==> config.mk <==
export PLATFORM = sky130hd
export DESIGN_NAME = vip_ycbcr444_ycbcr422
export DESIGN_NICKNAME = d
export VERILOG_FILES = /design/src/rtl/vip_ycbcr444_ycbcr422_pkg.sv /design/src/rtl/vip_sync_delay.sv /design/src/rtl/vip_ycbcr444_ycbcr422.sv
export SDC_FILE = /design/constraint.sdc
export NUM_CORES = 1
export LEC_CHECK = 0
export BUFFER_PORTS_ARGS = -buffer_cell sky130_fd_sc_hd__buf_2
export CAP_MARGIN = 0
export CORE_MARGIN = 1
export CORE_UTILIZATION = 40
export CTS_CLUSTER_DIAMETER = 150
export DETAILED_ROUTE_END_ITERATION = 6
export PLACE_DENSITY = 0.72
export SLEW_MARGIN = 20
export SYNTH_ARGS = -nofsm -noshare
export SYNTH_HDL_FRONTEND = slang
export SYNTH_SLANG_ARGS = --single-unit
==> constraint.sdc <==
create_clock -name clk -period 3.1 [get_ports clk]
set_input_delay 0.31 -clock clk [delete_from_list [all_inputs] [get_ports clk]]
set_output_delay 0.31 -clock clk [all_outputs]
set_load 0.005 [all_outputs]
==> src/rtl/vip_ycbcr444_ycbcr422_pkg.sv <==
// Shared definitions for the 4:4:4 -> 4:2:2 packer: component width, packed-word
// layout ({chroma, luma}) and the rounding chroma average.
package vip_ycbcr444_ycbcr422_pkg;

  localparam int COMP_W     = 8;
  localparam int WORD_W     = 2 * COMP_W;
  localparam int CHROMA_MSB = WORD_W - 1;
  localparam int CHROMA_LSB = COMP_W;
  localparam int LUMA_MSB   = COMP_W - 1;
  localparam int LUMA_LSB   = 0;

  typedef logic [COMP_W-1:0] comp_t;
  typedef logic [WORD_W-1:0] word_t;

  typedef enum logic {
    PHASE_EVEN = 1'b0,
    PHASE_ODD  = 1'b1
  } phase_e;

  // One extra bit of headroom so 255+255+1 does not wrap before the halving.
  function automatic comp_t chroma_avg(input comp_t a, input comp_t b);
    logic [COMP_W:0] sum;
    sum = {1'b0, a} + {1'b0, b} + {{COMP_W{1'b0}}, 1'b1};
    return comp_t'(sum >> 1);
  endfunction

  function automatic word_t pack_word(input comp_t chroma, input comp_t luma);
    word_t w;
    w = '0;
    w[CHROMA_MSB:CHROMA_LSB] = chroma;
    w[LUMA_MSB:LUMA_LSB]     = luma;
    return w;
  endfunction

endpackage

==> src/rtl/vip_sync_delay.sv <==
// N-stage delay line for the vsync/href/clken sync triple, shared by VIP blocks
// whose data path is N clocks deep.
module vip_sync_delay #(
  parameter int N = 2
) (
  input  logic clk,
  input  logic rst_n,
  input  logic vsync,
  input  logic href,
  input  logic clken,
  output logic vsync_dly,
  output logic href_dly,
  output logic clken_dly
);

  logic [2:0] stage [N];

  always_ff @(posedge clk or negedge rst_n) begin
    if (!rst_n) begin
      for (int i = 0; i < N; i++) stage[i] <= '0;
    end else begin
      stage[0] <= {vsync, href, clken};
      for (int i = 1; i < N; i++) stage[i] <= stage[i-1];
    end
  end

  assign {vsync_dly, href_dly, clken_dly} = stage[N-1];

endmodule

==> src/rtl/vip_ycbcr444_ycbcr422.sv <==
// Packs 4:4:4 YCbCr pixels into 16-bit 4:2:2 words: {Cb,Y} on even pixels and
// {Cr,Y} on odd pixels, chroma averaged (or decimated) over each pixel pair.
module vip_ycbcr444_ycbcr422
  import vip_ycbcr444_ycbcr422_pkg::*;
#(
  parameter int AVG_EN = 1,
  parameter int LAG    = 2
) (
  input  logic        clk,
  input  logic        rst_n,
  input  logic        per_frame_vsync,
  input  logic        per_frame_href,
  input  logic        per_frame_clken,
  input  logic [7:0]  per_img_Y,
  input  logic [7:0]  per_img_Cb,
  input  logic [7:0]  per_img_Cr,
  output logic        post_frame_vsync,
  output logic        post_frame_href,
  output logic        post_frame_clken,
  output logic [15:0] post_frame_YCbCr
);

  // The data path is structurally two registers deep; LAG only documents that.
  localparam int SYNC_LAG = (LAG == 2) ? LAG : 2;

  logic   pix;
  logic   even_pix;
  logic   odd_pix;
  logic   trail;
  phase_e phase;
  comp_t  y0;
  comp_t  cb0;
  comp_t  cr0;
  comp_t  cb_p;
  comp_t  cr_p;
  word_t  hold_word;
  logic   odd_pend;
  word_t  data_word;

  vip_sync_delay #(
    .N(SYNC_LAG)
  ) u_sync_delay (
    .clk       (clk),
    .rst_n     (rst_n),
    .vsync     (per_frame_vsync),
    .href      (per_frame_href),
    .clken     (per_frame_clken),
    .vsync_dly (post_frame_vsync),
    .href_dly  (post_frame_href),
    .clken_dly (post_frame_clken)
  );

  always_comb begin
    pix      = per_frame_href & per_frame_clken;
    even_pix = pix && (phase == PHASE_EVEN);
    odd_pix  = pix && (phase == PHASE_ODD);
    // An even pixel left without a partner at the end of an odd-length line.
    trail    = !pix && (phase == PHASE_ODD);
    if (AVG_EN != 0) begin
      cb_p = chroma_avg(cb0, per_img_Cb);
      cr_p = chroma_avg(cr0, per_img_Cr);
    end else begin
      cb_p = cb0;
      cr_p = cr0;
    end
  end

  always_ff @(posedge clk or negedge rst_n) begin
    if (!rst_n) begin
      phase     <= PHASE_EVEN;
      y0        <= '0;
      cb0       <= '0;
      cr0       <= '0;
      hold_word <= '0;
      odd_pend  <= 1'b0;
      data_word <= '0;
    end else begin
      if (even_pix) begin
        y0  <= per_img_Y;
        cb0 <= per_img_Cb;
        cr0 <= per_img_Cr;
      end
      if (odd_pix) begin
        hold_word <= pack_word(cr_p, per_img_Y);
      end
      odd_pend <= odd_pix;

      // Only a pending even pixel leaves the pair open; href low, an odd pixel
      // or a trailing flush all return to EVEN so each line opens with Cb.
      phase <= even_pix ? PHASE_ODD : PHASE_EVEN;

      // The held Cr word always goes out the edge after its pair completes,
      // alongside the next even pixel's latch.
      if (odd_pend) begin
        data_word <= hold_word;
      end else if (odd_pix) begin
        data_word <= pack_word(cb_p, y0);
      end else if (trail) begin
        data_word <= pack_word(cb0, y0);
      end else begin
        data_word <= '0;
      end
    end
  end

  assign post_frame_YCbCr = data_word;

endmodule
## Word level (Yosys, flattened, before mapping)

Index checks and enable logic that the tools add are counted.

| storage, ports and cells | value |
|---|---|
| flip-flop bits (word level) | 64 |
| input bits | 29 |
| output and inout port bits | 19 |
| logic and storage cells | 23 |

| cells by class | value |
|---|---|
| add/subtract/negate cells | 4 |
| muxes and demuxes | 4 |
| bitwise operators | 2 |
| reduce and logical (&&, ||, !) cells | 4 |

Operator list:

| kind | number |
|---|---|
| $mux 16 | 3 |
| $add 8x8->9 | 2 |
| $add 9x1->9 const B | 2 |
| $logic_and 1x1->1 | 3 |
| $and 1x1->1 | 1 |
| $logic_not 1->1 | 1 |
| $mux 1 | 1 |
| $not 1->1 | 1 |

## Logic depth before layout (Yosys ltp)

Gate-level depths: netlist of the first run.

| depth | value |
|---|---|
| depth after elaboration | 6 |
| mapped depth | 7 |
| gate-level depth less buffers | 7 |

## Cells and area by module

From an unflattened synthesis of the first run, not the netlist that was laid out.

| unflattened totals | value |
|---|---|
| cell total of the unflattened synthesis | 316 |
| area, all modules | 3005.4 sq um |

Modules (own cells, without submodules):

| module | instances | cells each | area an instance (sq um) |
|---|---|---|---|
| vip_ycbcr444_ycbcr422 | 1 | 310 | 2855.2 |
| vip_sync_delay | 1 | 6 | 150.1 |

## Worst setup path after synthesis of the first run

OpenSTA, ideal clock, no wires.

| timing path | value |
|---|---|
| kind | flip-flop to flip-flop |
| start | reg cr0[0] |
| end | reg hold_word[13] |
| arrival | 1.737 ns |
| required time | 2.964 ns |
| path slack | 1.227 ns |
| stages on the path, launching flop included | 8 |
| period minus slack after synthesis | 1.873 ns |
| cell sequence | dfrtp_1 > or2_2 > fa_1 > a21o_1 > a21oi_1 > o31ai_1 > a211oi_1 > o21ai_0 |

| on the way | value |
|---|---|
| word-level cells in the longest chain between the ends | 2 |

RTL lines:

| item | RTL line | RTL |
|---|---|---|
| start: declaration | vip_ycbcr444_ycbcr422.sv:33 | `comp_t cr0;` |
| start signal: assignment | vip_ycbcr444_ycbcr422.sv:81 | `cr0 <= per_img_Cr;` |
| $add 8x8->9 | vip_ycbcr444_ycbcr422_pkg.sv:23 | `sum = {1'b0, a} + {1'b0, b} + {{COMP_W{1'b0}}, 1'b1};` |
| $add 9x1->9 | vip_ycbcr444_ycbcr422_pkg.sv:23 |  |
| end signal: assignment | vip_ycbcr444_ycbcr422.sv:84 | `hold_word <= pack_word(cr_p, per_img_Y);` |
| end: declaration | vip_ycbcr444_ycbcr422.sv:36 | `word_t hold_word;` |

No other way between the ends.
A chain may end at the register's enable or synchronous reset.

## Worst setup path in the final report of the first run

| timing path | value |
|---|---|
| start | reg cr0[0] |
| end | reg hold_word[15] |

Same word-level chain as after synthesis.

==> results of run 1 <==
[logic make-up (layout without fill, tap and decap cells)]
family	count (synthesis)	count (layout)	synth area share
xor+xnor	5	5	0.0146
buf+inv	21	75	0.0291
mux	5	5	0.0179
simple gates	144	144	0.197
compound gates	61	61	0.137
flops	64	64	0.533
fa+ha+maj	16	16	0.0716
[sequential cells by signal, indices dropped and copies added (netlist names)]
name,count
post_frame_YCbCr,16
phase,1
u_sync_delay.vsync_dly,1
u_sync_delay.stage,3
cb0,8
u_sync_delay.href_dly,1
hold_word,16
y0,8
u_sync_delay.clken_dly,1
cr0,8
odd_pend,1
[repair_timing]
item / CTS / global route
setup endpoints to repair: 0 / 0
hold buffers: 1 / 0
endpoints found under the hold margin: 18 / 0
[per-layer routing]
| metal | global-route usage | vias to the layer above | share of wire |
|---|---|---|---|
| met4 | 0.0836 | 0 | 0.020 |
| li1 | - | 1159 | - |
| met2 | 0.281 | 58 | 0.48 |
| met5 | 0 | - | 0 |
| met1 | 0.209 | 1092 | 0.46 |
| met3 | 0.0364 | 10 | 0.042 |
[metrics by stage]
step / utilization / setup WS [ps] / hold slack, ps
CTS: 0.488 / 1090 / 64.5
floorplan: - / 1230 / 14.4
global placement: 0.460 / 1120 / 276
global route: 0.488 / 935 / 67.8
detailed placement: 0.460 / 1080 / 277
finish: 0.488 / 1100 / 74.7
[placed cells by master (no fill, tap or decap), drive strengths merged, types with 5 or more instances in the layout]
cell type,n
nor2,13
dfrtp,64
a22o,8
a21oi,16
o21ai,13
nor2b,5
buf,51
nand2,113
ha,14
clkbuf,11
inv,6
[power by group through the flow]
stage / sequential, mW / combinational, mW / clock, mW
5_1_grt: 1.05 / 0.504 / 0.760
2_1_floorplan: 1.03 / 0.317 / 0
3_3_place_gp: 1.04 / 0.427 / 0
3_5_place_dp: 1.04 / 0.437 / 0
4_1_cts: 1.03 / 0.441 / 0.719
6_report: 1.03 / 0.438 / 0.703
[worst paths after layout]
path | depth (start not counted) | slack [ps] | end
setup / recovery | 7 | 1100 | hold_word[15]$_DFFE_PN0P_
hold / removal | 1 | 70 | u_sync_delay.stage[5]$_DFF_PN0_
setup reg to reg | 7 | 1100 | hold_word[15]$_DFFE_PN0P_
hold reg to reg | 0 | 350 | u_sync_delay.vsync_dly$_DFF_PN0_
max in group asynchronous | 3 | 1970 | y0[2]$_DFFE_PN0P_
min in group asynchronous | 2 | 440 | u_sync_delay.clken_dly$_DFF_PN0_
[final cells by class]
cell class	count	area share
multi-input cells	231	0.372
inverters	7	0.00742
well taps	99	0.0350
clock inverters	5	0.0159
repair buffers	52	0.0777
flip-flops and latches	64	0.452
clock buffers	11	0.0399
[worst max-delay path: cells and delay by family, from the launching register on]
family	cells	cell delay [ps]
compound gates	4	570
simple gates	2	460
fa+ha+maj	1	430
flops	1	380
==> flow_summary.ini, run 1 <==
[clock_network]
cts_max_path_buffers = 2
clk_pin_slew_ps = 70
htree_levels = 3
cts_num_sinks = 64
cts_setup_buffers = 0
cts_root_buf = clkbuf_8
cts_tree = built
clkLatencyLatePin_ps = 340
cts_buffers = 9
cts_resized = 0

[die]
rows = 31
die-area_um2 = 7860
io_pins = 48
initial_utilization = 0.414
die_h_um = 88.7
fp.coreArea_um2 = 7250
die_w_um = 88.7

[power]
switching_share = 0.289
p_per_area_nw_per_um2 = 613
total_power_mw = 2.17
intPower_mw = 1.54
p_clk_frac = 0.324
comb_power_share = 0.202
p_switching_uw = 626
p_seq_frac = 0.474
vdd_drop_max_v = 0.000238
leakagePower_nw = 1.83

[synth]
yosysUniqueCellTypes = 38
synth-async-reset-ratio = 1.00
synth.area.top_cells = dfrtp_1, nand2_1, ha_1
yosys-top-cells-count = nand2_1, dfrtp_1, a21oi_1
synth_top_area_frac = 0.533
synth_fp_nets = 361
synth.most_common_cell = nand2_1
ys_seq_elements = 64
yosysSeqAreaShare = 0.533
synth.largest_area_cell = dfrtp_1
netlist_area_um2 = 3010
syn_area_per_cell_um2 = 9.51
synth_edf_count = 0
synthFlopType = dfrtp_1
yosys_warnings = 0
syn_inst = 316

[worst_hold_path]
hold_path_class = input pin to flop
hp-start = per_frame_vsync

[sta]
setup_viol_count_final = 0
max_slew_margin = 0.416
hold_violations = 0
layout_worst_path_cycle_share = 0.644
rsz0062_at_grt = false
slew_violations = 0
tightestPinTransition_ps = 876
fmax_mhz = 501
fin_setup_tns_ps = 0
fin_skew_ps = 9.87
finalCriticalPeriod_ps = 2000

[run]
maxCapViolations = 0

[worst_setup_path]
arrival_ps = 2180
slowest_delay_ps = 430
worstPathRequired_ps = 3290
slowest_stage = fa_1
crit_type = flop to flop
setup.worst_path.end_class = flop
r2r_start = cr0[0]$_DFFE_PN0P_
crit_fanout = 3
start_kind = flop
startpoint = cr0[0]$_DFFE_PN0P_
path_cells = or2_2, fa_1, a21oi_1, o211ai_1, and3b_1, o21ai_0, a31oi_1

[route]
first_pass_iters = 5
wire_per_inst_um = 12.9
drt_iter0_drc = 98
num_vias = 2319
drtAntennaViolNets = 0
wirelength_um = 6060
vias_per_cell = 4.94
drc = 0

[placed_design]
port_buffers = 47
dpl.cell_count = 452
gp_congestion = 0.920
dpl-instance-area_um2 = 3330
dp_hpwl_um = 4290

[cells_and_area]
finalInstanceArea_um2 = 3540
nFillCells = 667
syn2layout_area_growth_pct = 17.8
drive_gt1_frac = 0.197
regArea_um2 = 1600
fin_nets = 410
diodes = 0
multi_input_area_um2 = 1320
fin_cells = 469

[global_routing]
grt_usage = 0.169
grt_pass1_wl_um = 9920
antenna_found_initial = 0
grt_max_degree = 28
grt.overflow.total = 0
grt_pass1_vias = 2190

[status]
outcome = complete, no violations
(Power assumes the default switching activity.)
==> inputs of run 2 (changes only) <==
--- a/config.mk
+++ b/config.mk
@@ -11,7 +11,7 @@
 export CORE_UTILIZATION = 40
 export CTS_CLUSTER_DIAMETER = 150
 export DETAILED_ROUTE_END_ITERATION = 6
-export PLACE_DENSITY = 0.72
+export PLACE_DENSITY = 0.74
 export SLEW_MARGIN = 20
 export SYNTH_ARGS = -nofsm -noshare
 export SYNTH_HDL_FRONTEND = slang
==> constraint.sdc (replaced) <==
create_clock -name clk -period 1.6 [get_ports clk]
set_input_delay 0.16 -clock clk [delete_from_list [all_inputs] [get_ports clk]]
set_output_delay 0.16 -clock clk [all_outputs]
set_load 0.005 [all_outputs]
==> run 2 against run 1 <==
  * The run now ends with setup timing left
  * Combinational power rose to 2.6 times the previous value
  * Wire length grew 7.4%
  * Clock power is 120% higher
  * Sequential cell count did not move
  * Power up 110%
  * Critical endpoint is now post_frame_YCbCr[15]$_DFF_PN0_
==> flow_summary.ini, run 2 (synthesized netlist as in run 1, its figures left out) <==
[status]
outcome = finished, violations left
violations = setup timing

[worst_hold_path]
hold_path_class = input pin to flop
hp-start = per_img_Y[6]

[clock_network]
cts_buffers = 9
clkLatencyLatePin_ps = 330
cts_max_path_buffers = 2
htree_levels = 3
cts_num_sinks = 64
cts_root_buf = clkbuf_8
clk_pin_slew_ps = 70
cts_tree = built

[route]
num_vias = 2488
drc = 0
vias_per_cell = 4.93
wirelength_um = 6510
first_pass_iters = 4
drt_iter0_drc = 119
drtAntennaViolNets = 0
wire_per_inst_um = 12.9

[power]
leakagePower_nw = 2.03
p_switching_mw = 1.34
switching_share = 0.289
total_power_mw = 4.64
p_seq_frac = 0.429
p_clk_frac = 0.330
intPower_mw = 3.30
vdd_drop_max_v = 0.000512
comb_power_share = 0.241
p_per_area_nw_per_um2 = 1170

[sta]
tightestPinTransition_ps = 631
hold_violations = 0
slew_violations = 0
holdWs_ps = 34.0
finalCriticalPeriod_ps = 1780
max_slew_margin = 0.578
setup_viol_count_final = 10
rsz0062_at_grt = true
fin_setup_tns_ps = -1050
fin_skew_ps = 6.05
setup_ws_ps = -183
layout_worst_path_cycle_share = 1.11
fmax_mhz = 561

[worst_setup_path]
cp.buffers_inverters = 0
arrival_ps = 2000
setup.worst_path.end_class = flop
crit_family = compound AO/OA/AOI/OAI gates
worstPathRequired_ps = 1820
crit_fanout = 3
start_kind = flop
slowest_delay_ps = 390
slowest_stage = dfrtp_1
crit_type = flop to flop
startpoint = cb0[0]$_DFFE_PN0P_
path_cells = nor2_2, fa_2, nor2b_4, o31a_1, o2111ai_2, a211oi_1, a221o_1
r2r_start = cb0[0]$_DFFE_PN0P_

[global_routing]
grt_usage = 0.180
grt_pass1_vias = 2333
grt_pass1_wl_um = 10700
grt.overflow.total = 0
antenna_found_initial = 0
grt_max_degree = 65

[cells_and_area]
fin_cells = 505
drive_gt1_frac = 0.303
multi_input_area_um2 = 1400
syn2layout_area_growth_pct = 31.4
nFillCells = 625
regArea_um2 = 1600
final_cell_mix = nand2_1, dfrtp_1, buf_2
fin_nets = 446
final_common_cell = nand2_1
utilization = 0.545
diodes = 0

[placed_design]
dp_hpwl_um = 4570
port_buffers = 47
dpl.cell_count = 483
gp_congestion = 0.860

[die]
rows = 31
die_w_um = 88.7
die_h_um = 88.7
initial_utilization = 0.414
io_pins = 48
fp.coreArea_um2 = 7250
die-area_um2 = 7860

[run]
maxCapViolations = 0
[run 2: worst paths after layout]
check / cells past startpoint / slack, ps / to
min in group asynchronous: 3 / 380 / cb0[2]$_DFFE_PN0P_
max reg2reg: 7 / -180 / post_frame_YCbCr[15]$_DFF_PN0_
max: 7 / -180 / post_frame_YCbCr[15]$_DFF_PN0_
max in group asynchronous: 3 / 950 / u_sync_delay.stage[5]$_DFF_PN0_
min reg2reg: 0 / 350 / u_sync_delay.clken_dly$_DFF_PN0_
min: 3 / 30 / hold_word[6]$_DFFE_PN0P_
[run 2: what timing repair did]
item,4_1_cts,5_1_grt
endpoints found under the hold margin,67,0
hold buffers,4,0
gates cloned,0,0
resized for setup,7,9
setup endpoints to repair,12,12
pin swaps,4,8
buffers inserted,1,1
[run 2: layout make-up]
| class | count | share of cell area |
|---|---|---|
| flip-flops and latches | 64 | 0.405 |
| well taps | 99 | 0.0314 |
| clock inverters | 7 | 0.0241 |
| repair buffers | 88 | 0.146 |
| clock buffers | 9 | 0.0314 |
| inverters | 7 | 0.00665 |
| multi-input cells | 231 | 0.355 |
[run 2: worst register-to-register path, delay by kind of cell (launching register included)]
family / cells / cell delay [ps]
AOI/OAI and AO/OA: 4 / 870
adders and majority gates: 1 / 260
DFF: 1 / 390
and+or+nand+nor: 2 / 160
[run 2: metal layers]
| metal | routed length (um) | GRT usage | share of wire |
|---|---|---|---|
| met1 | 3000 | 0.243 | 0.46 |
| met2 | 3090 | 0.280 | 0.47 |
| met3 | 371 | 0.0438 | 0.057 |
| met4 | 45 | 0.0704 | 0.0069 |
| met5 | 0 | 0 | 0 |
[run 2: per-stage QoR]
step | worst slack [ps] | cell area (um2)
floorplan | -177 | 3050
global placement | -194 | 3620
detailed placement | -238 | 3620
CTS | -185 | 3910
global route | -292 | 3950
finish | -183 | 3950
[run 2: power by group through the flow]
stage / registers, mW / clock network [mW] / logic (mW)
after floorplan: 1.99 / 0 / 0.644
after global placement: 2.00 / 0 / 1.03
after detailed placement: 2.01 / 0 / 1.06
after CTS: 1.99 / 1.56 / 1.10
after global routing: 2.02 / 1.64 / 1.26
final: 1.99 / 1.53 / 1.12
==> inputs of run 3 (changes only) <==
--- a/config.mk
+++ b/config.mk
@@ -5,14 +5,13 @@
 export SDC_FILE = /design/constraint.sdc
 export NUM_CORES = 1
 export LEC_CHECK = 0
+export ABC_AREA = 1
 export BUFFER_PORTS_ARGS = -buffer_cell sky130_fd_sc_hd__buf_2
 export CAP_MARGIN = 0
-export CORE_MARGIN = 1
 export CORE_UTILIZATION = 40
 export CTS_CLUSTER_DIAMETER = 150
 export DETAILED_ROUTE_END_ITERATION = 6
 export PLACE_DENSITY = 0.74
-export SLEW_MARGIN = 20
 export SYNTH_ARGS = -nofsm -noshare
 export SYNTH_HDL_FRONTEND = slang
 export SYNTH_SLANG_ARGS = --single-unit
==> run 3 against run 2 <==
  * The run now ends clean
  * Critical endpoint is now hold_word[14]$_DFFE_PN0P_
  * Largest power group unchanged
  * Via count grew 3.0%
  * Wire length is 1.7% higher
  * Largest cell class unchanged
  * Count of clock-buffer cells in the layout up 2
  * Utilization is 1.8 points lower
  * Non-clock buffer count fell by 21
  * Clock power shrank 7%
  * Critical path type unchanged
  * Power fell by 5.2%
==> flow_summary.ini, run 3 <==
[clock_network]
cts_max_path_buffers = 2
cts_tree = built
cts_root_buf = clkbuf_8
clkLatencyLatePin_ps = 350
htree_levels = 3
cts_num_sinks = 64
cts_buffers = 9
clk_pin_slew_ps = 70

[cells_and_area]
diodes = 0
drive_gt1_frac = 0.238
regArea_um2 = 1600
final_common_cell = nand2_1
fin_nets = 487
final_cell_mix = nand2_1, dfrtp_1, buf_2
nFillCells = 703
syn2layout_area_growth_pct = 24.6
multi_input_area_um2 = 1380

[power]
p_switching_mw = 1.31
p_clk_frac = 0.325
p_seq_frac = 0.454
intPower_mw = 3.08
comb_power_share = 0.222
total_power_mw = 4.40
switching_share = 0.299
p_per_area_nw_per_um2 = 1130
vdd_drop_max_v = 0.000415
leakagePower_nw = 2.14

[route]
num_vias = 2562
first_pass_iters = 4
drtAntennaViolNets = 0
drc = 0
wire_per_inst_um = 12.1
drt_iter0_drc = 121
vias_per_cell = 4.70
wirelength_um = 6620

[synth]
synth-async-reset-ratio = 1.00
yosysUniqueCellTypes = 29
yosys-top-cells-count = nand2_1, dfrtp_1, inv_1
synthFlopType = dfrtp_1
synth_top_area_frac = 0.514
synth.largest_area_cell = dfrtp_1
netlist_area_um2 = 3110
syn_area_per_cell_um2 = 8.24
ys_seq_elements = 64
synth.most_common_cell = nand2_1
yosys_warnings = 0
syn_inst = 378
synth.area.top_cells = dfrtp_1, nand2_1, ha_1
yosysSeqAreaShare = 0.514
synth_edf_count = 0
synth_fp_nets = 423

[worst_hold_path]
hold_path_class = input pin to flop
hold_depth = 3

[worst_setup_path]
slowest_stage = dfrtp_1
arrival_ps = 1830
cp_num_cells = 7
crit_end = hold_word[14]$_DFFE_PN0P_
r2r_end = hold_word[14]$_DFFE_PN0P_
r2r_slack_ps = 9
crit_type = flop to flop
setup.worst_path.end_class = flop
r2r_cells = 7
slowest_delay_ps = 390
worst_path_most_repeated_cell = nand3_1
path_cells = ha_1, a21oi_1, o21ai_4, nand3_1, nand3b_1, nand3_1, nand2_1
start_kind = flop
crit_family = compound AO/OA/AOI/OAI gates
crit_fanout = 4
cp.buffers_inverters = 0
worstPathRequired_ps = 1840
startpoint = cr0[2]$_DFFE_PN0P_
r2r_start = cr0[2]$_DFFE_PN0P_

[run]
maxCapViolations = 0

[sta]
fin_setup_tns_ps = 0
fin_skew_ps = 7.80
max_slew_margin = 0.672
rsz0062_at_grt = true
slew_violations = 0
tightestPinTransition_ps = 492
hold_violations = 0
layout_worst_path_cycle_share = 0.994
setup_viol_count_final = 0
finalCriticalPeriod_ps = 1590
fmax_mhz = 628

[placed_design]
gp_congestion = 0.879
dp_hpwl_um = 4440
port_buffers = 47

[global_routing]
grt_max_degree = 65
grt_pass1_wl_um = 11100
grt.overflow.total = 0
grt_pass1_vias = 2508
grt_usage = 0.174
antenna_found_initial = 0

[die]
initial_utilization = 0.423
die_w_um = 90.2
die_h_um = 90.2
rows = 31
die-area_um2 = 8140
fp.coreArea_um2 = 7370
io_pins = 48

[status]
outcome = complete, no violations
[run 3: cell types whose count changed in the layout (fill, tap and decap cells not counted), sizes merged, moves of 5 or more]
cell   before  now
inv         7   44
nor2b       5    0
buf        84   63
nand2     113  142
a22o        8    0
nand3       3   28
o21ai      13   27
[run 3: tightest hold or removal path: stages]
cell	delay, ps
buf_2	90
nand2_1	50
nand2_1	50
[run 3: worst min path at each step]
stage,slack [ps],from,end
after floorplan,-140,rst_n,cb0[0]$_DFFE_PN0P_
after global placement,200,rst_n,cb0[5]$_DFFE_PN0P_
after detailed placement,200,rst_n,cb0[5]$_DFFE_PN0P_
after CTS,20,per_img_Cr[3],cr0[3]$_DFFE_PN0P_
after global routing,40,per_img_Cr[5],cr0[5]$_DFFE_PN0P_
final,30,per_img_Cr[3],cr0[3]$_DFFE_PN0P_
[run 3: area by class of cell]
class / instances / share of cell area
clock inverters: 4 / 0.0139
repair buffers: 67 / 0.105
flip-flops and latches: 64 / 0.413
well taps: 99 / 0.0319
inverters: 44 / 0.0426
clock buffers: 11 / 0.0390
multi-input cells: 256 / 0.355
[run 3: metal layers]
layer / track usage / share of wire / up-vias
met2: 0.283 / 0.48 / 63
met3: 0.0440 / 0.054 / 9
met1: 0.220 / 0.45 / 1186
met4: 0.0739 / 0.017 / 0
met5: 0 / 0 / -
li1: - / - / 1304
[run 3: power by group through the flow]
| stage | Combinational [mW] | Clock (mW) | Sequential (mW) |
|---|---|---|---|
| 2_1_floorplan | 0.604 | 0 | 1.99 |
| 3_3_place_gp | 0.851 | 0 | 2.00 |
| 3_5_place_dp | 0.874 | 0 | 2.01 |
| 4_1_cts | 0.896 | 1.47 | 1.99 |
| 5_1_grt | 1.12 | 1.53 | 2.02 |
| 6_report | 0.974 | 1.43 | 1.99 |
[run 3: logic make-up after synthesis]
family | share of synthesized area
AO/OA/AOI/OAI | 0.0751
AND/OR/NAND/NOR | 0.251
XOR/XNOR | 0.0113
buffers and inverters | 0.0791
flip-flops | 0.514
adder cells (fa/ha/maj) | 0.0691
[run 3: repair_timing]
action | 4_1_cts | 5_1_grt
gates resized for setup | 2 | 20
setup buffers | 0 | 2
hold buffers | 4 | 0
endpoints found under the hold margin | 67 | 0
setup endpoints to repair | 2 | 9
pin swaps | 1 | 6
[run 3: through the flow]
stage | hold slack, ps | utilization | area (um2) | setup WS [ps] | std cells
after floorplan | -136 | - | 3130 | 7.66 | 378
after global placement | 200 | 0.478 | 3520 | 15.3 | 524
after detailed placement | 198 | 0.478 | 3520 | -14.8 | 524
after CTS | 21.8 | 0.513 | 3780 | 7.34 | 543
after global routing | 42.3 | 0.526 | 3880 | -109 | 545
final | 34.0 | 0.526 | 3880 | 8.89 | 545
